File: src/rtl/if_prefetch_stage.sv
// ---------------------------------------------------------------------------
// if_prefetch_stage
// Instruction-fetch prefetch front end. Issues pipelined fetches over an
// SRAM-like addr_ok/data_ok interface and allows several requests in flight.
// Returned {pc,inst} pairs are buffered in a DEPTH-entry queue that feeds the
// ID stage. A branch redirect flushes the queue, and responses that are still
// in flight at that point are marked stale and dropped when they return.
//
// Ports
//   clk             in   1   clock
//   reset           in   1   synchronous active-high reset
//   br_redirect     in   1   one-cycle redirect pulse from the branch unit
//   br_target       in   32  redirect target PC (bits [1:0] ignored)
//   inst_req        out  1   fetch request valid
//   inst_addr       out  32  fetch address (word aligned)
//   inst_addr_ok    in   1   request accepted this cycle
//   inst_data_ok    in   1   one response this cycle, in request order
//   inst_rdata      in   32  response instruction
//   ds_allow_in     in   1   ID stage can accept
//   fs_to_ds_valid  out  1   queue head valid
//   fs_ds_bus       out  64  {pc, inst} of the queue head
// ---------------------------------------------------------------------------
module if_prefetch_stage #(
  parameter logic [31:0] RESET_PC = 32'h1c000000,
  parameter int          DEPTH    = 4
) (
  input  logic        clk,
  input  logic        reset,
  input  logic        br_redirect,
  input  logic [31:0] br_target,
  output logic        inst_req,
  output logic [31:0] inst_addr,
  input  logic        inst_addr_ok,
  input  logic        inst_data_ok,
  input  logic [31:0] inst_rdata,
  input  logic        ds_allow_in,
  output logic        fs_to_ds_valid,
  output logic [63:0] fs_ds_bus
);

  localparam int AW = $clog2(DEPTH);
  localparam int CW = AW + 1;
  localparam logic [CW:0]   DEPTH_W  = (CW+1)'(DEPTH);
  localparam logic [CW-1:0] DEPTH_C  = CW'(DEPTH);

  logic [31:0]   fetch_pc;
  logic          reset_d;
  logic [CW-1:0] outstanding;
  logic [CW-1:0] q_count;
  logic [CW-1:0] discard;

  // In-order record of the pc of every accepted request still in flight.
  logic [31:0]   pc_fifo [DEPTH];
  logic [AW-1:0] pf_wr;
  logic [AW-1:0] pf_rd;

  // Instruction queue towards decode.
  logic [63:0]   q_mem [DEPTH];
  logic [AW-1:0] q_wr;
  logic [AW-1:0] q_rd;

  logic [CW:0]   credit_sum;
  logic          accept;
  logic          resp;
  logic          drop;
  logic          push;
  logic          pop;
  logic [CW-1:0] outstanding_next;

  // Stale requests still hold credit, so in-flight plus buffered never
  // exceeds DEPTH and a response always finds room in the queue.
  assign credit_sum = {1'b0, outstanding} + {1'b0, q_count};
  assign inst_req   = ~reset & ~reset_d & (credit_sum < DEPTH_W);
  assign inst_addr  = fetch_pc;

  assign accept = inst_req & inst_addr_ok;
  assign resp   = inst_data_ok;
  assign drop   = resp & (discard != {CW{1'b0}});
  // Redirect flushes the queue: a response landing this cycle is dropped and
  // the head is not consumed even if ID signals it can accept.
  assign push   = resp & ~drop & ~br_redirect;
  assign pop    = fs_to_ds_valid & ds_allow_in & ~br_redirect;

  assign outstanding_next = outstanding + CW'(accept) - CW'(resp);

  assign fs_to_ds_valid = (q_count != {CW{1'b0}});
  assign fs_ds_bus      = fs_to_ds_valid ? q_mem[q_rd] : 64'd0;

  // Fetch pc, in-flight tracking, stale-response accounting and queue state.
  always_ff @(posedge clk) begin
    if (reset) begin
      fetch_pc    <= RESET_PC;
      reset_d     <= 1'b1;
      outstanding <= {CW{1'b0}};
      q_count     <= {CW{1'b0}};
      discard     <= {CW{1'b0}};
      pf_wr       <= {AW{1'b0}};
      pf_rd       <= {AW{1'b0}};
      q_wr        <= {AW{1'b0}};
      q_rd        <= {AW{1'b0}};
      for (int i = 0; i < DEPTH; i++) begin
        pc_fifo[i] <= 32'd0;
        q_mem[i]   <= 64'd0;
      end
    end else begin
      reset_d     <= 1'b0;
      outstanding <= outstanding_next;

      if (accept) begin
        pc_fifo[pf_wr] <= fetch_pc;
        pf_wr          <= pf_wr + AW'(1);
      end else begin
        pf_wr <= pf_wr;
      end

      // Stale responses still pop their pc entry so the FIFO stays aligned.
      if (resp) begin
        pf_rd <= pf_rd + AW'(1);
      end else begin
        pf_rd <= pf_rd;
      end

      if (br_redirect) begin
        // Everything accepted so far (including this cycle) and not yet
        // returned is stale; a request accepted now used the old pc.
        fetch_pc <= br_target & ~32'd3;
        discard  <= outstanding_next;
        q_count  <= {CW{1'b0}};
        q_wr     <= {AW{1'b0}};
        q_rd     <= {AW{1'b0}};
      end else begin
        if (accept) begin
          fetch_pc <= fetch_pc + 32'd4;
        end else begin
          fetch_pc <= fetch_pc;
        end

        if (drop) begin
          discard <= discard - CW'(1);
        end else begin
          discard <= discard;
        end

        if (push) begin
          q_mem[q_wr] <= {pc_fifo[pf_rd], inst_rdata};
          q_wr        <= q_wr + AW'(1);
        end else begin
          q_wr <= q_wr;
        end

        if (pop) begin
          q_rd <= q_rd + AW'(1);
        end else begin
          q_rd <= q_rd;
        end

        q_count <= q_count + CW'(push) - CW'(pop);
      end
    end
  end

  if_prefetch_stage_chk #(.CW(CW)) u_chk (
    .clk         (clk),
    .reset       (reset),
    .push        (push),
    .resp        (resp),
    .q_count     (q_count),
    .outstanding (outstanding),
    .depth       (DEPTH_C)
  );

endmodule

// ---------------------------------------------------------------------------
// if_prefetch_stage_chk
// Protocol/safety checks for the prefetch stage: no push into a full queue
// and no response while nothing is outstanding.
// Ports: clk, reset, push, resp, q_count, outstanding, depth (all inputs).
// ---------------------------------------------------------------------------
module if_prefetch_stage_chk #(
  parameter int CW = 3
) (
  input logic          clk,
  input logic          reset,
  input logic          push,
  input logic          resp,
  input logic [CW-1:0] q_count,
  input logic [CW-1:0] outstanding,
  input logic [CW-1:0] depth
);

  a_no_overflow: assert property (@(posedge clk) disable iff (reset)
    !(push && (q_count >= depth)));

  a_no_spurious_resp: assert property (@(posedge clk) disable iff (reset)
    !(resp && (outstanding == {CW{1'b0}})));

endmodule
File: config.mk
export PLATFORM = sky130hd
export DESIGN_NAME = if_prefetch_stage
export DESIGN_NICKNAME = d
export VERILOG_FILES = /design/src/rtl/if_prefetch_stage.sv
export SDC_FILE = /design/constraint.sdc
export NUM_CORES = 1
export LEC_CHECK = 0
export BUFFER_PORTS_ARGS = -buffer_cell sky130_fd_sc_hd__buf_4
export CAP_MARGIN = 20
export CORE_ASPECT_RATIO = 0.9
export CORE_MARGIN = 4
export CORE_UTILIZATION = 55
export DETAILED_ROUTE_END_ITERATION = 12
export PLACE_DENSITY = 0.84
export SLEW_MARGIN = 20
export SYNTH_ARGS = -nofsm -noshare
export SYNTH_HDL_FRONTEND = slang
export SYNTH_SLANG_ARGS = --single-unit
File: constraint.sdc
create_clock -name clk -period 4.05 [get_ports clk]
set_input_delay 0.2025 -clock clk [delete_from_list [all_inputs] [get_ports clk]]
set_output_delay 0.2025 -clock clk [all_outputs]
set_load 0.02 [all_outputs]
# == After elaboration in Yosys (flattened, before gate mapping) ==
# Memories as Yosys holds them, arrays and structs flattened. A register that Yosys moved wholly into a read port is not among the register bits.
# Index checks and enable logic that the tools add are counted.
# W data, S select, Z words.
# totals
register_bits,50
ram_bits,384
word_cells,67
mem_count,2
# classes
addsub,11
order_cmp,1
mux,24
bitwise,12
reduce_logical,7
# mem_list
memory,depth,word_bits,read_ports,rd_clocked_by_memory_dff,wr,line_no,rtl
q_mem,4,64,1,1,4,58,logic [63:0] q_mem [DEPTH];
pc_fifo,4,32,1,1,4,53,logic [31:0] pc_fifo [DEPTH];
# ops
cell,count
$mux W64,2
$mux W32,3
$reduce_or A64 Y1,1
$add A32 B3 Y32 const B,1
$reduce_or A32 Y1,1
$mux W2,6
$mux W1,11
$add A2 B1 Y2 const B,4
$and A1 B1 Y1,8
$add A3 B1 Y3,2
$mux W3,2
$reduce_bool A3 Y1,2
$sub A3 B1 Y3,2
$add A3 B3 Y4,1
$lt A4 B3 Y1 const B,1
$not A1 Y1,4
$reduce_bool A2 Y1,2
$sub A3 B1 Y3 const B,1
$reduce_or A2 Y1,1

# == Longest topological paths before layout ==
# depth
depth_word,11
ltp_mapped,15
ltp_nobuf,13

# == Worst setup path before layout ==
# Ideal clock, no wire load.
# synth_path
path_kind,register -> register
from,register q_count[1]
to,register discard[2]
setup_time_ns,0.128
t_arrival_ns,2.827
required_time_ns,3.922
setup_slack_ns,1.095
path_stages_with_launch,16
period_less_slack_ns,2.955
path_cell_list,dfxtp_1 -> ha_1 -> nand3_1 -> and4_1 -> buf_2 -> inv_2 -> clkbuf_1 -> buf_1 -> ha_1 -> inv_1 -> ha_1 -> fa_1 -> xnor2_1 -> nor2_1 -> a21oi_1 -> nor2_1
# synth_between
elab_chain_len,7
# synth_rtl
element,line_no,rtl
"start, declared",49,logic [CW-1:0] q_count;
"start signal, assigned",95,q_count <= {CW{1'b0}};
"start signal, assigned",128,q_count <= {CW{1'b0}};
"start signal, assigned",157,q_count <= q_count + CW'(push) - CW'(pop);
$add A3 B3 Y4,72,"assign credit_sum = {1'b0, outstanding} + {1'b0, q_count};"
$lt A4 B3 Y1,73,assign inst_req = ~reset & ~reset_d & (credit_sum < DEPTH_W);
$and A1 B1 Y1,73,
$and A1 B1 Y1,76,assign accept = inst_req & inst_addr_ok;
$add A3 B1 Y3,84,assign outstanding_next = outstanding + CW'(accept) - CW'(resp);
$sub A3 B1 Y3,84,
$mux W3,123,if (br_redirect) begin
"end signal, assigned",96,discard <= {CW{1'b0}};
"end signal, assigned",127,discard <= outstanding_next;
"end signal, assigned",139,discard <= discard - CW'(1);
"end, declared",50,logic [CW-1:0] discard;
# Every way passes these cells.
# A chain may end at the register's enable or synchronous reset.

# == Final worst setup path ==
# layout_path
from,"register fetch_pc[14], in the netlist inst_addr[14]"
to,"register fetch_pc[27], in the netlist inst_addr[27]"
# layout_between
elab_chain_len,3
# layout_rtl
element,line_no,rtl
"start, declared",46,logic [31:0] fetch_pc;
"start signal, assigned",126,fetch_pc <= br_target & ~32'd3;
"start signal, assigned",133,fetch_pc <= fetch_pc + 32'd4;
"start signal, assigned",135,fetch_pc <= fetch_pc;
$add A32 B3 Y32,133,
$mux W32,132,if (accept) begin
$mux W32,123,
# Every way passes these cells. The select of a mux whose other input is x is not followed.

==> flow_metrics.env <==
export IMPL_status="complete, no violations"
export IMPL_finalNonFillerCells=2015
export IMPL_grt_pass1_vias=11700
export IMPL_rsz0062_at_grt="false"
export IMPL_wl_per_cell_um=20.6
export IMPL_synth_edf_count=368
export IMPL_wl_mm=41.5
export IMPL_drtPass1Iterations=5
export IMPL_crit_arrival_ns=3.50
export IMPL_worst_pin_slew_ns=0.962
export IMPL_core_area_um2=33300
export IMPL_finalHoldViolCount=0
export IMPL_vias=11300
export IMPL_netlist_instances=1323
export IMPL_grt_usage_pct=22.4
export IMPL_synth_area_leaders="edfxtp_1 (59%), mux4_2 (11%), and2_1 (8.8%), dfxtp_1 (5.6%), nor2_1 (2.4%)"
export IMPL_required_ns=4.53
export IMPL_ir_drop_uv=299
export IMPL_end_kind="flop"
export IMPL_final_core_utilization_pct=67.4
export IMPL_diodes=0
export IMPL_critPathKind="flop to flop"
export IMPL_final_area_um2=22400
export IMPL_timing_final_crit_share_pct=74.6
export IMPL_synth_top_area_share_pct=59.0
export IMPL_area_delta_synth_final_pct=19.6
export IMPL_dp_final_hpwl_mm=23.9
export IMPL_synth_xor_area_share_pct=1.78
export IMPL_die_y_um=183
export IMPL_ys_ff_latch=420
export IMPL_drive_gt1_share_pct=23.3
export IMPL_cts_tree="yes"
export IMPL_yosysTopAreaCell="edfxtp_1"
export IMPL_synth_compound_area_share_pct=1.68
export IMPL_grt_overflow=0
export IMPL_synthFlopType="edfxtp_1"
export IMPL_layout_min_cycle_time_ns=3.02
export IMPL_root_buffer="clkbuf_16"
export IMPL_drc=0
export IMPL_viasPerCell=5.59
export IMPL_powerDensity_nw_per_um2=443
export IMPL_yosysWarnings=0
export IMPL_initial_utilization_pct=56.3
export IMPL_synth_top_family_by_area="simple AND/OR/NAND/NOR gates"
export IMPL_synthMuxAreaShare_pct=11.1
export IMPL_crit_fanout=12
export IMPL_htree_levels=2
export IMPL_io_buffer_count=161
export IMPL_antenna_found_initial=0
export IMPL_dpl_instance_area_um2=20400
export IMPL_setup_tns_ns=0
export IMPL_rows=63
export IMPL_ys_async_sr_fraction_pct=0
export IMPL_numClockSinks=420
export IMPL_clk_pin_slew_ns=0.06
export IMPL_slew_violations=0
export IMPL_nets=1610
export IMPL_avgSynthCellArea_um2=14.2
export IMPL_ctsResizeCount=0
export IMPL_dieArea_um2=37100
export IMPL_ant_nets=0
export IMPL_io_pins=168
export IMPL_synth_cell_types=43
export IMPL_netlist_area_um2=18700
export IMPL_synth_simple_area_share_pct=17.1
export IMPL_drtIter0Drc=973
export IMPL_setup_viol=0
export IMPL_place_congestion=0.810
export IMPL_grt_max_degree=64
export IMPL_fillCellCount=2217
export IMPL_critPathLaunchType="flop"
export IMPL_die_w_um=203
export IMPL_synth_fa_ha_area_share_pct=0.815
export IMPL_fin_skew_ns=0.0132
export IMPL_clock_path_buffers=3
export IMPL_fmax_ghz=0.331
export IMPL_seq_area_frac_synth_pct=64.5
export IMPL_hold_path_class="input port to flop"
export IMPL_layout_common_cells="edfxtp_1 (368), and2_1 (264), buf_4 (183), nor2_1 (117), mux4_2 (92)"
export IMPL_cts_buffers=42
export IMPL_final_common_cell="edfxtp_1"
export IMPL_grt_pass1_wl_mm=65.5
export IMPL_cap_violations=0
export IMPL_clk_latency_ns=0.54
export IMPL_maxSlewHeadroom_pct=35.2
export IMPL_p_leak_nw=8.40
export IMPL_dp_cells=1876
timing repair:
item / CTS / global route
hold buffers: 64 / 0
setup buffers: 0 / 0
endpoints found under the hold margin: 93 / 0
synth_stat cells, types with 8 or more instances:
cell type  number
nand4_1        11
ha_1            9
nand3_1         9
nand2_1        54
a21oi_1        14
and2_1        264
dfxtp_1        52
nor2b_1        65
buf_2          10
nor4_1          8
xor2_1         16
mux4_2         92
edfxtp_1      368
a211oi_1       15
nor2_1        118
xnor2_1        22
clkbuf_1       71
inv_1          49
worst paths after layout:
kind                              startpoint                          to  slack, ns  depth (start not counted)
setup / recovery  inst_addr[14]$_SDFFE_PP0P_  inst_addr[27]$_SDFFE_PP1P_       1.03                          6
hold / removal                   br_redirect   inst_addr[9]$_SDFFE_PP0P_       0.03                          3
hold reg to reg         q_rd[1]$_SDFFE_PP0P_        q_rd[1]$_SDFFE_PP0P_       0.54                          2
setup reg to reg  inst_addr[14]$_SDFFE_PP0P_  inst_addr[27]$_SDFFE_PP1P_       1.03                          6
layer usage:
metal	routed length (um)	GRT usage (%)	vias to the layer above
li1	-	-	5136
met1	17100	30.9	5597
met2	21000	38.7	473
met3	2860	3.48	51
met4	606	4.67	0
met5	0	0	-
cell type report:
cell class	count	area [um^2]	area share, %
inverters	51	191	0.854
flip-flops and latches	420	12100	54.0
multi-input cells	765	6130	27.3
repair buffers	249	2050	9.17
well taps	455	569	2.54
clock buffers	59	1190	5.30
clock inverters	16	176	0.787
stage by stage:
step                hold slack [ns]  total power, mW  setup slack, ns
global route                 0.0329             10.3            0.854
global placement              0.419             6.07             1.31
finish                       0.0271             9.93             1.03
CTS                         0.00455             9.99             1.14
detailed placement            0.423             6.11             1.30
floorplan                     0.230             5.74             1.10
logic make-up (layout without fill, tap and decap cells):
logic type	after synthesis	after routing
other cells	1	4
mux	92	92
fa+ha+maj	11	11
buf+inv	141	375
flops	420	420
compound gates	47	47
xor+xnor	38	38
simple gates	573	573
worst max-delay path, stage by stage (launching register included):
cell and delay [ns]:
dfxtp_1 0.64, nand4_2 0.25, nor4_1 0.88, nand4_1 0.21, xor2_1 0.18, o21ai_0 0.21, dlygate4sd3_1 0.59
power by group:
part | total, mW | leakage (nW) | switching (mW) | internal (mW)
sequential | 5.11 | 4.24 | 0.151 | 4.96
clock | 3.85 | 0.667 | 1.55 | 2.30
combinational | 0.965 | 3.49 | 0.536 | 0.429
total | 9.93 | 8.40 | 2.24 | 7.69
flip-flops by register name, summed over array words and instances (netlist names), named ones only:
register	count
pf_wr	2
q_rd	2
pc_fifo	120
outstanding	3
reset_d	1
inst_addr	30
q_wr	2
discard	3
q_mem	248
q_count	3
pf_rd	2
Note: power is estimated with default switching activity, not from simulation.
